File: src/rtl/vga_stream_timing.sv
// VGA timing generator: consumes an RGB332 pixel stream and drives RGB + hSync/vSync pins.
// Latency: io_pixel_ready is combinational on the pixel tick; RGB/sync outputs lag the counters by one tick.
// Backpressure: ready is asserted only in active pixel slots; a slot with no valid pixel is drawn black and flagged.
module vga_stream_timing #(
  parameter int   H_ACTIVE  = 640,
  parameter int   H_FP      = 16,
  parameter int   H_SYNC    = 96,
  parameter int   H_BP      = 48,
  parameter int   V_ACTIVE  = 480,
  parameter int   V_FP      = 10,
  parameter int   V_SYNC    = 2,
  parameter int   V_BP      = 33,
  parameter int   PIXEL_DIV = 4,
  parameter logic SYNC_POL  = 1'b0
) (
  input  logic       io_clock,
  input  logic       io_reset_n,
  input  logic       io_enable,
  input  logic       io_pixel_valid,
  output logic       io_pixel_ready,
  input  logic [7:0] io_pixel_data,
  output logic [2:0] io_vga0_pixels_r,
  output logic [2:0] io_vga0_pixels_g,
  output logic [1:0] io_vga0_pixels_b,
  output logic       io_vga0_hSync,
  output logic       io_vga0_vSync,
  output logic       io_frameStart,
  output logic       io_underflow,
  input  logic       io_underflowClear
);

  localparam int H_TOTAL = H_ACTIVE + H_FP + H_SYNC + H_BP;
  localparam int V_TOTAL = V_ACTIVE + V_FP + V_SYNC + V_BP;
  // One extra bit of headroom so the sync window end never aliases to zero.
  localparam int HW = $clog2(H_TOTAL + 1);
  localparam int VW = $clog2(V_TOTAL + 1);
  localparam int DW = (PIXEL_DIV > 1) ? $clog2(PIXEL_DIV) : 1;

  localparam logic [DW-1:0] DIV_LAST = DW'(PIXEL_DIV - 1);
  localparam logic [HW-1:0] H_ACT_C  = HW'(H_ACTIVE);
  localparam logic [HW-1:0] H_LAST   = HW'(H_TOTAL - 1);
  localparam logic [HW-1:0] HS_BEG   = HW'(H_ACTIVE + H_FP);
  localparam logic [HW-1:0] HS_END   = HW'(H_ACTIVE + H_FP + H_SYNC);
  localparam logic [VW-1:0] V_ACT_C  = VW'(V_ACTIVE);
  localparam logic [VW-1:0] V_LAST   = VW'(V_TOTAL - 1);
  localparam logic [VW-1:0] VS_BEG   = VW'(V_ACTIVE + V_FP);
  localparam logic [VW-1:0] VS_END   = VW'(V_ACTIVE + V_FP + V_SYNC);

  logic [DW-1:0] div_q, div_d;
  logic [HW-1:0] h_q, h_d;
  logic [VW-1:0] v_q, v_d;
  logic [7:0]    rgb_q, rgb_d;
  logic          hs_q, hs_d;
  logic          vs_q, vs_d;
  logic          uf_q, uf_d;

  logic tick;
  logic active;
  logic h_in_sync;
  logic v_in_sync;

  // Pixel tick, visible-region and sync-window decode from the current counters.
  always_comb begin
    tick      = io_enable & io_reset_n & (div_q == DIV_LAST);
    active    = (h_q < H_ACT_C) & (v_q < V_ACT_C);
    h_in_sync = (h_q >= HS_BEG) & (h_q < HS_END);
    v_in_sync = (v_q >= VS_BEG) & (v_q < VS_END);
  end

  // Next state: divider/counters advance on the tick, outputs register one tick behind.
  always_comb begin
    div_d = div_q;
    h_d   = h_q;
    v_d   = v_q;
    rgb_d = rgb_q;
    hs_d  = hs_q;
    vs_d  = vs_q;
    if (!io_enable) begin
      // Idle: park everything so a rising enable restarts the frame at (0,0).
      div_d = '0;
      h_d   = '0;
      v_d   = '0;
      rgb_d = '0;
      hs_d  = ~SYNC_POL;
      vs_d  = ~SYNC_POL;
    end else if (tick) begin
      div_d = '0;
      if (h_q == H_LAST) begin
        h_d = '0;
        v_d = (v_q == V_LAST) ? '0 : v_q + 1'b1;
      end else begin
        h_d = h_q + 1'b1;
      end
      rgb_d = (active & io_pixel_valid) ? io_pixel_data : 8'h00;
      hs_d  = h_in_sync ? SYNC_POL : ~SYNC_POL;
      vs_d  = v_in_sync ? SYNC_POL : ~SYNC_POL;
    end else begin
      div_d = div_q + 1'b1;
    end
  end

  // Sticky underflow: a starved active slot sets it, and setting beats a simultaneous clear.
  always_comb begin
    uf_d = uf_q;
    if (tick & active & ~io_pixel_valid) begin
      uf_d = 1'b1;
    end else if (io_underflowClear) begin
      uf_d = 1'b0;
    end
  end

  // State registers with synchronous active-low reset.
  always_ff @(posedge io_clock) begin
    if (!io_reset_n) begin
      div_q <= '0;
      h_q   <= '0;
      v_q   <= '0;
      rgb_q <= '0;
      hs_q  <= ~SYNC_POL;
      vs_q  <= ~SYNC_POL;
      uf_q  <= 1'b0;
    end else begin
      div_q <= div_d;
      h_q   <= h_d;
      v_q   <= v_d;
      rgb_q <= rgb_d;
      hs_q  <= hs_d;
      vs_q  <= vs_d;
      uf_q  <= uf_d;
    end
  end

  assign io_pixel_ready   = tick & active;
  assign io_frameStart    = tick & (h_q == '0) & (v_q == '0);
  assign io_vga0_pixels_r = rgb_q[7:5];
  assign io_vga0_pixels_g = rgb_q[4:2];
  assign io_vga0_pixels_b = rgb_q[1:0];
  assign io_vga0_hSync    = hs_q;
  assign io_vga0_vSync    = vs_q;
  assign io_underflow     = uf_q;

endmodule

File: config.mk
export PLATFORM = sky130hd
export DESIGN_NAME = vga_stream_timing
export DESIGN_NICKNAME = d
export VERILOG_FILES = /design/src/rtl/vga_stream_timing.sv
export SDC_FILE = /design/constraint.sdc
export NUM_CORES = 1
export LEC_CHECK = 0
export ABC_AREA = 1
export CORE_MARGIN = 2
export CORE_UTILIZATION = 58
export DETAILED_ROUTE_END_ITERATION = 10
export GPL_TIMING_DRIVEN = 1
export PLACE_DENSITY = 0.84
export SYNTH_ARGS = -nofsm -noshare
export SYNTH_HDL_FRONTEND = slang
export SYNTH_SLANG_ARGS = --single-unit
File: constraint.sdc
create_clock -name io_clock -period 4.15 [get_ports io_clock]
set_input_delay 0.83 -clock io_clock [delete_from_list [all_inputs] [get_ports io_clock]]
set_output_delay 0.83 -clock io_clock [all_outputs]
set_load 0.05 [all_outputs]
# --- After elaboration in Yosys (flattened, before gate mapping) ---
# Index checks and enable logic that the tools add are counted.
# Widths: inputs -> output; s select.
classes:
  addsub: 3
  order_cmp: 6
  n_eq_ne: 3
  muxes: 7
  bitwise: 13
  n_reduce_logical: 6
ops:
  columns: ["op", "count"]
  rows:
  - ["$add 10x1->10 const B", 2]
  - ["$eq 10x10->1 const B", 2]
  - ["$logic_not 10->1", 2]
  - ["$lt 10x10->1 const B", 2]
  - ["$lt 10x9->1 const B", 2]
  - ["$mux 10", 2]
  - ["$and 1x1->1", 10]
  - ["$ge 10x10->1 const B", 1]
  - ["$ge 10x9->1 const B", 1]
  - ["$mux 8", 1]
  - ["$mux 1", 4]
  - ["$reduce_and 2->1", 2]
  - ["$not 1->1", 3]
  - ["$reduce_or 3->1", 1]
  - ["$add 2x1->2 const B", 1]
  - ["$eq 2x2->1 const B", 1]
  - ["$reduce_bool 2->1", 1]
totals:
  regBits: 33
  out_inout_bits: 13
  word_cells: 45

# --- Longest topological paths before layout ---
# Gate-level depths: netlist (run 1).
logic_depth:
  ltp_word: 5
  depth_mapped: 9
  depth_no_buf: 9

# --- Least setup slack after synthesis (run 1) ---
# OpenSTA, ideal clock, no wires.
synth_path:
  path_type: "input -> output"
  startpoint: "input io_enable"
  endpoint: "output io_frameStart"
  arrival_time_ns: 2.613
  required_ns: 3.320
  setup_slack_ns: 0.707
  path_stages: 4
  path_buffers: 0
  cell_sequence: "nand2_4 > nor2_8 > nand2_1 > nor4_1"
synth_via:
  elab_chain_cells: 4
synth_rtl:
  columns: ["element", "line", "rtl"]
  rows:
  - ["start: declaration", "18", "input logic io_enable,"]
  - ["$and 1x1->1 (2 in a row)", "64", "tick = io_enable & io_reset_n & (div_q == DIV_LAST);"]
  - ["$and 1x1->1 (2 in a row)", "134", "assign io_frameStart = tick & (h_q == '0) & (v_q == '0);"]
  - ["end: declaration", "27", "output logic io_frameStart,"]
# No other way between the ends.

# --- Worst setup path in the final report (run 1) ---
layout_path:
  startpoint: "input io_reset_n"
  endpoint: "output io_frameStart"
layout_via:
  elab_chain_cells: 4
layout_rtl:
  columns: ["element", "line", "rtl"]
  rows:
  - ["start: declaration", "17", "input logic io_reset_n,"]
  - ["$and 1x1->1 (2 in a row)", "64", null]
  - ["$and 1x1->1 (2 in a row)", "134", null]
# No other way between the ends.

==> PnR_summary.wiki, run 1 <==
{| class="wikitable"
! Metric !! Value
|-
| Run status || complete, no violations
|-
| Max-slew violation total from the final report || 0
|-
| Highest clock frequency the design can meet || between 0.2 and 0.3 GHz
|-
| Number of cells on the worst reg-to-reg path || 8
|-
| Average cell area after synthesis || between 6 and 7 µm²
|-
| Worst-margin pin slew || about 0.51 ns
|-
| Worst-case clock buffer depth || 2
|-
| Clk sinks || 33
|-
| Final clock skew || 0.0114 ns
|-
| Post-cts hold buffer count || 0
|-
| Level count of the clock H-tree || 2
|-
| Port-buffer cells || 25
|-
| TritonCTS clock tree || yes
|-
| Post-synth top area share || between 30% and 40%
|-
| Fraction of layout instances using a drive strength above 1 || under 10%
|-
| Y dimension of the die || just under 60 µm
|-
| Cells after synthesis || between 200 and 300
|-
| Clock edge transition at the registers on the reported setup and hold paths || 0.11 ns
|-
| Proportion of power drawn by the clock network || a little over two fifths
|-
| Setup repair bufs after CTS || 0
|-
| Number of stages on the worst hold path || 1
|-
| Total CTS buffers || 5
|-
| Final weighted congestion of routability-driven global placement || 0.914
|-
| Post-layout min period || between 3 and 4 ns
|-
| Number of nets in the synthesized netlist || 279
|-
| Data arrival time of the critical path || 2.79 ns
|-
| Crit Path Category || input pin to output port
|-
| Vias in the first global route || between 1500 and 2000
|-
| Largest driver fanout on the critical path || 8
|-
| Filler Cells Inserted || roughly 250
|-
| HP Class || flip-flop to flip-flop
|-
| Unrepaired setup endpoints after global routing || false
|-
| Post-Layout Cell Count || around 330
|-
| Clock latency reported for the late side of the worst-skew pair || about 0.36 ns
|-
| Relative slew margins || between 60% and 70%
|-
| Leftover overflow at the end of global routing || 0
|-
| Startpoint Class || input pin
|-
| Count of unresolved DRC violations after routing || 0
|-
| Flops & latches, synth || 33
|-
| Global-route total usage across every layer || approximately a quarter
|-
| Final worst hold slack || approximately 0.44 ns
|-
| First-pass iteration count of the detailed router || 4
|-
| Required time of the critical path || ~3.3 ns
|-
| IR drop worst, VDD || 0.187 mV
|-
| X dimension of the die || about 59 µm
|-
| Number of nets in the final layout || a little over 300
|-
| Antenna Cells || 0
|-
| Number of placed instances, taps included || 317
|-
| Clk root buf || clkbuf_4
|-
| Estimated wirelength of the detail-placed design || slightly below 3000 µm
|-
| Most common library cell in the layout ignoring fill and taps || nand2_1
|-
| Part of the power in combinational logic || under 10%
|-
| Yosys warning count || 0
|-
| Fraction of power spent switching nets || 22.4%
|-
| HP Start || div_q[0]
|-
| Hold Path Sink || div_q[0]
|-
| Capturing element type of the critical path || output port
|-
| Proportion of power drawn by flip-flops and latches || between 50% and 60%
|-
| Cell area after synthesis || between 0.0015 and 0.002 mm²
|-
| Synth-to-Final Area Change || 20.4%
|-
| Setup-failing EPs final || 0
|-
| IO Count || 26
|-
| Final core occ || 71.7%
|-
| Reg-to-Reg End || v_q[9]
|-
| Initial antenna violation count || 0
|-
| Iteration-0 DRC count of the detailed router || between 100 and 150
|-
| Wirelength per Cell || between 10 and 15 µm
|-
| R2r startpoint || div_q[0]
|-
| Area contributors post-synth || dfxtp_1, nand2_1, nor2_1
|-
| Leakage || roughly 0.00097 µW
|-
| Netlist cell types || 29
|-
| First-pass GRT wire length || between 6000 and 7000 µm
|-
| DRT antenna net count || 0
|-
| Total Die Area || between 0.003 and 0.004 mm²
|-
| Max Cap Violations || 0
|-
| P_int || approximately 470 µW
|-
| Design Power || roughly 610 µW
|-
| Wire length after detailed routing || approximately 4000 µm
|-
| Total of cells resized after clock tree synthesis || 0
|-
| Reg2reg setup slack || about 2.5 ns
|-
| Setup_tns || 0 ns
|-
| Area of the core || 0.00298 mm²
|-
| Net Sw Power || ~140 µW
|-
| Most used cells in the layout excluding fill and tap cells || nand2_1, nor2_1, inv_1
|-
| Floorplan row count || 20
|-
| Hold Fails Final Rpt || 0
|-
| Maximum number of pins on one net before global-route repair || 12
|-
| Biggest area consumer among synthesized cells || dfxtp_1
|-
| Via density || around 5.2
|-
| Share of the yosys chip area belonging to registers || a little under two fifths
|-
| Total via count after detailed routing || 1700
|-
| Power density normalized to cell area || approximately 290 mW/mm²
|-
| Post-route fraction of the period consumed by the critical path || 87.2%
|-
| Initial core utilization || between 50 and 60%
|}
-- sequential cells by signal, indices dropped and copies added, names as in the netlist --
signal         count
io_underflow       1
io_vga0_hSync      1
v_q               10
io_vga0_vSync      1
h_q               10
div_q              2
rgb_q              8
-- critical path: stages --
cell and delay (ns):
clkdlybuf4s50_1 0.52, nand2_4 0.12, nor2_8 0.16, nand2_1 0.07, nor4_1 0.24, clkdlybuf4s50_1 0.85
-- how the worst max path moves through the flow --
stage	cells after the start	to	from
2_1_floorplan	4	io_frameStart	io_enable
3_3_place_gp	6	io_frameStart	io_reset_n
3_5_place_dp	6	io_frameStart	io_reset_n
4_1_cts	6	io_frameStart	io_reset_n
5_1_grt	6	io_frameStart	io_reset_n
6_report	6	io_frameStart	io_reset_n
-- through the flow --
step / cell area [µm²] / setup slack [ns]
global route: 2130 / 0.425
CTS: 2130 / 0.510
finish: 2130 / 0.532
floorplan: 1770 / 0.707
detailed placement: 2050 / 0.520
global placement: 2050 / 0.544
-- synth_stat cells --
cell / number
nand2_1: 75
nor2_1: 40
inv_1: 35
dfxtp_1: 33
nand3_1: 22
nand4_1: 10
nor3_1: 7
ha_1: 5
nand2_4: 3
nor2_2: 3
o21ai_0: 3
o21bai_1: 3
a21oi_1: 2
a22oi_1: 2
inv_2: 2
nand3b_1: 2
nor2_4: 2
a21boi_0: 1
a41oi_1: 1
buf_8: 1
clkbuf_1: 1
inv_4: 1
nand2_2: 1
nand3_2: 1
nand3_4: 1
nor2_8: 1
nor4_1: 1
o22a_1: 1
xor2_1: 1
-- power groups by stage --
stage | sequential, µW | clock [µW] | combinational [µW]
5_1_grt | 318 | 279 | 32.8
3_3_place_gp | 325 | 0 | 29.5
2_1_floorplan | 326 | 0 | 15.6
4_1_cts | 318 | 264 | 29.9
3_5_place_dp | 325 | 0 | 29.7
6_report | 318 | 265 | 29.8
-- area by class of cell --
| type | count | area, µm² | share of cell area, % |
|---|---|---|---|
| multi-input cells | 188 | 948 | 44.4 |
| flip-flops and latches | 33 | 661 | 30.9 |
| repair buffers | 25 | 250 | 11.7 |
| inverters | 38 | 145 | 6.80 |
| clock buffers | 6 | 51.3 | 2.40 |
| well taps | 33 | 41.3 | 1.93 |
| clock inverters | 2 | 37.5 | 1.76 |
-- layer usage --
layer,GRT usage [%],share of wire [%]
met5,0,0
met4,11.0,2.2
met3,9.17,5.9
met2,38.3,46
met1,32.3,46
-- kinds of logic (layout without fill, tap and decap cells) --
logic type / count (synthesis) / count (layout) / synth area share [%]
buffers and inverters: 40 / 71 / 9.25
adders and majority gates: 5 / 5 / 3.53
and+or+nand+nor: 169 / 169 / 44.5
DFF: 33 / 33 / 37.3
xor gates and xnor gates: 1 / 1 / 0.494
AOI/OAI and AO/OA: 13 / 13 / 4.94
(Power assumes the default switching activity.)
==> run 2: changes to the inputs <==
--- a/config.mk
+++ b/config.mk
@@ -5,12 +5,11 @@
 export SDC_FILE = /design/constraint.sdc
 export NUM_CORES = 1
 export LEC_CHECK = 0
-export ABC_AREA = 1
 export CORE_MARGIN = 2
-export CORE_UTILIZATION = 58
+export CORE_UTILIZATION = 56
 export DETAILED_ROUTE_END_ITERATION = 10
 export GPL_TIMING_DRIVEN = 1
-export PLACE_DENSITY = 0.84
+export PLACE_DENSITY = 0.83
 export SYNTH_ARGS = -nofsm -noshare
 export SYNTH_HDL_FRONTEND = slang
 export SYNTH_SLANG_ARGS = --single-unit
==> PnR_summary.wiki, run 2 <==
{| class="wikitable"
! Metric !! Value
|-
| Number of enable-type register cells in the synthesized netlist || 0 (unchanged)
|-
| Proportion of power drawn by flip-flops and latches || 60.7% (was 51.9%)
|-
| Level count of the clock H-tree || 2 (unchanged)
|-
| Floorplan row count || 19 (was 20)
|-
| Cell area after synthesis || 0.00157 mm² (was 0.00177 mm²)
|-
| Setup_tns || 0 ns (unchanged)
|-
| Post-cts hold buffer count || 0 (unchanged)
|-
| Design Area, Final || 0.00190 mm² (was 0.00213 mm²)
|-
| Biggest area consumer among synthesized cells || dfxtp_1 (unchanged)
|-
| Flops & latches, synth || 33 (unchanged)
|-
| Global-route total usage across every layer || 24.7% (was 25.4%)
|-
| Setup-failing EPs final || 0 (unchanged)
|-
| X dimension of the die || 56.9 µm (was 59.3 µm)
|-
| Clk sinks || 33 (unchanged)
|-
| Max-slew violation total from the final report || 0 (unchanged)
|-
| Run status || complete, no violations (unchanged)
|-
| Vias in the first global route || 1396 (was 1516)
|-
| Power density normalized to cell area || 276 mW/mm² (was 287 mW/mm²)
|-
| P_int || 394 µW (was 475 µW)
|-
| Leakage || 0.000650 µW (was 0.000966 µW)
|-
| Capturing element type of the critical path || output port (unchanged)
|-
| R2r startpoint || h_q[2] (was div_q[0])
|-
| Required time of the critical path || 3.32 ns (about the same)
|-
| Post-Layout Cell Count || 238 (was 325)
|-
| Startpoint Class || input pin (unchanged)
|-
| Filler Cells Inserted || 232 (was 245)
|-
| Iteration-0 DRC count of the detailed router || 76 (was 104)
|-
| HP Start || div_q[0] (unchanged)
|-
| Clock edge transition at the registers on the reported setup and hold paths || 0.11 ns (about the same)
|-
| Cells after synthesis || 178 (was 261)
|-
| Number of nets in the synthesized netlist || 196 (was 279)
|-
| Part of the power in combinational logic || 4.6% (was 4.9%)
|-
| Largest driver fanout on the critical path || 7 (was 8)
|-
| DRT antenna net count || 0 (unchanged)
|-
| Clock latency reported for the late side of the worst-skew pair || 0.35 ns (was 0.36 ns)
|-
| Hold Path Sink || div_q[0] (unchanged)
|-
| Total CTS buffers || 5 (unchanged)
|-
| Wirelength per Cell || 16.1 µm (was 12.1 µm)
|-
| Most used cells in the layout excluding fill and tap cells || dfxtp_1, clkdlybuf4s50_1, nand2_1 (was nand2_1, nor2_1, inv_1)
|-
| Synth-to-Final Area Change || 21.2% (was 20.4%)
|-
| Total of cells resized after clock tree synthesis || 0 (unchanged)
|-
| Antenna Cells || 0 (unchanged)
|-
| TritonCTS clock tree || yes (unchanged)
|-
| Estimated wirelength of the detail-placed design || 2690 µm (was 2950 µm)
|-
| DP Area || 0.00184 mm² (was 0.00205 mm²)
|-
| Number of stages on the worst hold path || 1 (unchanged)
|-
| Reg-to-Reg End || v_q[7] (was v_q[9])
|-
| Post-synth top area share || 42.2% (was 37.3%)
|-
| HP Class || flip-flop to flip-flop (unchanged)
|-
| Wire length after detailed routing || 3820 µm (was 3930 µm)
|-
| Data arrival time of the critical path || 2.69 ns (was 2.79 ns)
|-
| Fraction of layout instances using a drive strength above 1 || 8.70% (was 7.88%)
|-
| Registers with the most flip-flops || h_q: 10 flops, v_q: 10 flops, rgb_q: 8 flops (unchanged)
|-
| Maximum number of pins on one net before global-route repair || 16 (was 12)
|-
| Final weighted congestion of routability-driven global placement || 0.866 (was 0.914)
|-
| Reg2reg setup slack || 1.96 ns (was 2.47 ns)
|-
| Area of the core || 0.00271 mm² (was 0.00298 mm²)
|-
| Total Die Area || 0.00323 mm² (was 0.00352 mm²)
|-
| Final clock skew || 0.0116 ns (was 0.0114 ns)
|-
| Area contributors post-synth || dfxtp_1, a22o_1, ha_1 (was dfxtp_1, nand2_1, nor2_1)
|-
| Share of the yosys chip area belonging to registers || 42.2% (was 37.3%)
|-
| Highest clock frequency the design can meet || 0.284 GHz (was 0.276 GHz)
|-
| Most repeated cell in the gate-level netlist after synthesis || dfxtp_1 (was nand2_1)
|-
| Count of unresolved DRC violations after routing || 0 (unchanged)
|-
| Leftover overflow at the end of global routing || 0 (unchanged)
|-
| Setup repair bufs after CTS || 0 (unchanged)
|-
| Average cell area after synthesis || 8.79 µm² (was 6.79 µm²)
|-
| Net Sw Power || 131 µW (was 138 µW)
|-
| Worst-case clock buffer depth || 2 (unchanged)
|-
| Number of nets in the final layout || 224 (was 309)
|-
| Design Power || 524 µW (was 612 µW)
|-
| Post-layout min period || 3.52 ns (was 3.62 ns)
|-
| Crit Path Category || input pin to output port (unchanged)
|-
| Prevailing post-synth register cell || dfxtp_1 (unchanged)
|-
| Number of placed instances, taps included || 230 (was 317)
|-
| IO Count || 26 (unchanged)
|-
| Y dimension of the die || 56.9 µm (was 59.3 µm)
|-
| Hold Fails Final Rpt || 0 (unchanged)
|-
| Worst-margin pin slew || 0.631 ns (was 0.506 ns)
|-
| Proportion of power drawn by the clock network || 34.8% (was 43.2%)
|-
| Initial antenna violation count || 0 (unchanged)
|-
| First-pass GRT wire length || 6120 µm (was 6600 µm)
|-
| Number of cells on the worst reg-to-reg path || 4 (was 8)
|-
| First-pass iteration count of the detailed router || 5 (was 4)
|-
| Leading cell types by count after synthesis || dfxtp_1, nand2_1, nor2_1 (was nand2_1, nor2_1, inv_1)
|-
| Total via count after detailed routing || 1516 (was 1700)
|-
| Fraction of power spent switching nets || 24.9% (was 22.4%)
|-
| IR drop worst, VDD || 0.280 mV (was 0.187 mV)
|-
| Post-synthesis async set-or-reset flop share || 0% (unchanged)
|-
| Final core occ || 70.0% (was 71.7%)
|-
| Clk root buf || clkbuf_4 (unchanged)
|-
| Relative slew margins || 57.6% (was 66.2%)
|-
| Netlist cell types || 42 (was 29)
|-
| Most common library cell in the layout ignoring fill and taps || dfxtp_1 (was nand2_1)
|-
| Initial core utilization || 57.8% (was 59.5%)
|-
| Post-route fraction of the period consumed by the critical path || 84.9% (was 87.2%)
|-
| Max Cap Violations || 0 (unchanged)
|-
| Yosys warning count || 0 (unchanged)
|-
| Via density || 6.37 (was 5.23)
|-
| Unrepaired setup endpoints after global routing || false (unchanged)
|-
| Port-buffer cells || 25 (unchanged)
|}
==> run 2: cell count changes in the layout (fill, tap and decap cells not counted), moves of 4 or more <==
cell     change
nand2_1     -60
nor4_1       +4
nand3_1     -11
xnor2_1      +4
a21oi_1      +5
o31ai_1      +4
or4_1        +4
nor2_1      -27
inv_1       -26
a22o_1       +8
==> run 2: how the worst max path moves through the flow <==
stage,end,cells after the start,start,slack [ns]
6_report,io_frameStart,4,io_reset_n,0.63
5_1_grt,io_pixel_ready,4,io_reset_n,0.50
4_1_cts,io_frameStart,4,io_reset_n,0.63
3_5_place_dp,io_frameStart,4,io_reset_n,0.64
3_3_place_gp,io_pixel_ready,4,io_reset_n,0.75
2_1_floorplan,io_frameStart,2,io_enable,1.24
==> run 2: worst max-delay path, stage by stage <==
cell	delay, ns
clkdlybuf4s50_1	0.58
nand4b_1	0.18
nor3_1	0.26
clkdlybuf4s50_1	0.85
==> run 2: kinds of logic (layout without fill, tap and decap cells) <==
group                      Yosys count  in the layout  synth area share, %
xor gates and xnor gates             8              8                 4.48
buffers and inverters               15             44                 3.92
adders and majority gates            5              5                 4.00
DFF                                 33             33                 42.2
and+or+nand+nor                     82             82                 29.6
AOI/OAI and AO/OA                   35             35                 15.8
==> run 2: power by group through the flow <==
stage | sequential (µW) | clock [µW] | combinational, µW
floorplan | 326 | 0 | 7.97
global placement | 325 | 0 | 23.1
detailed placement | 325 | 0 | 23.9
CTS | 318 | 186 | 24.0
global route | 318 | 197 | 26.1
finish | 318 | 182 | 24.0
==> run 2: through the flow <==
stage	hold slack, ns	setup WS [ns]
2_1_floorplan	0.404	1.24
3_3_place_gp	0.415	0.749
3_5_place_dp	0.419	0.640
4_1_cts	0.435	0.631
5_1_grt	0.450	0.501
6_report	0.434	0.625
==> run 2: metal layers <==
layer / share of wire [%] / global-route usage (%)
met1: 42 / 28.7
met3: 9.3 / 7.60
met4: 2.7 / 15.0
met5: 0 / 0
met2: 46 / 39.7
==> run 2: final cells by class <==
| cell class | instances | area, µm² | area share, % |
|---|---|---|---|
| clock inverters | 3 | 17.5 | 0.923 |
| clock buffers | 5 | 37.5 | 1.98 |
| well taps | 31 | 38.8 | 2.04 |
| repair buffers | 27 | 265 | 14.0 |
| flip-flops and latches | 33 | 661 | 34.8 |
| inverters | 9 | 33.8 | 1.78 |
| multi-input cells | 130 | 843 | 44.5 |
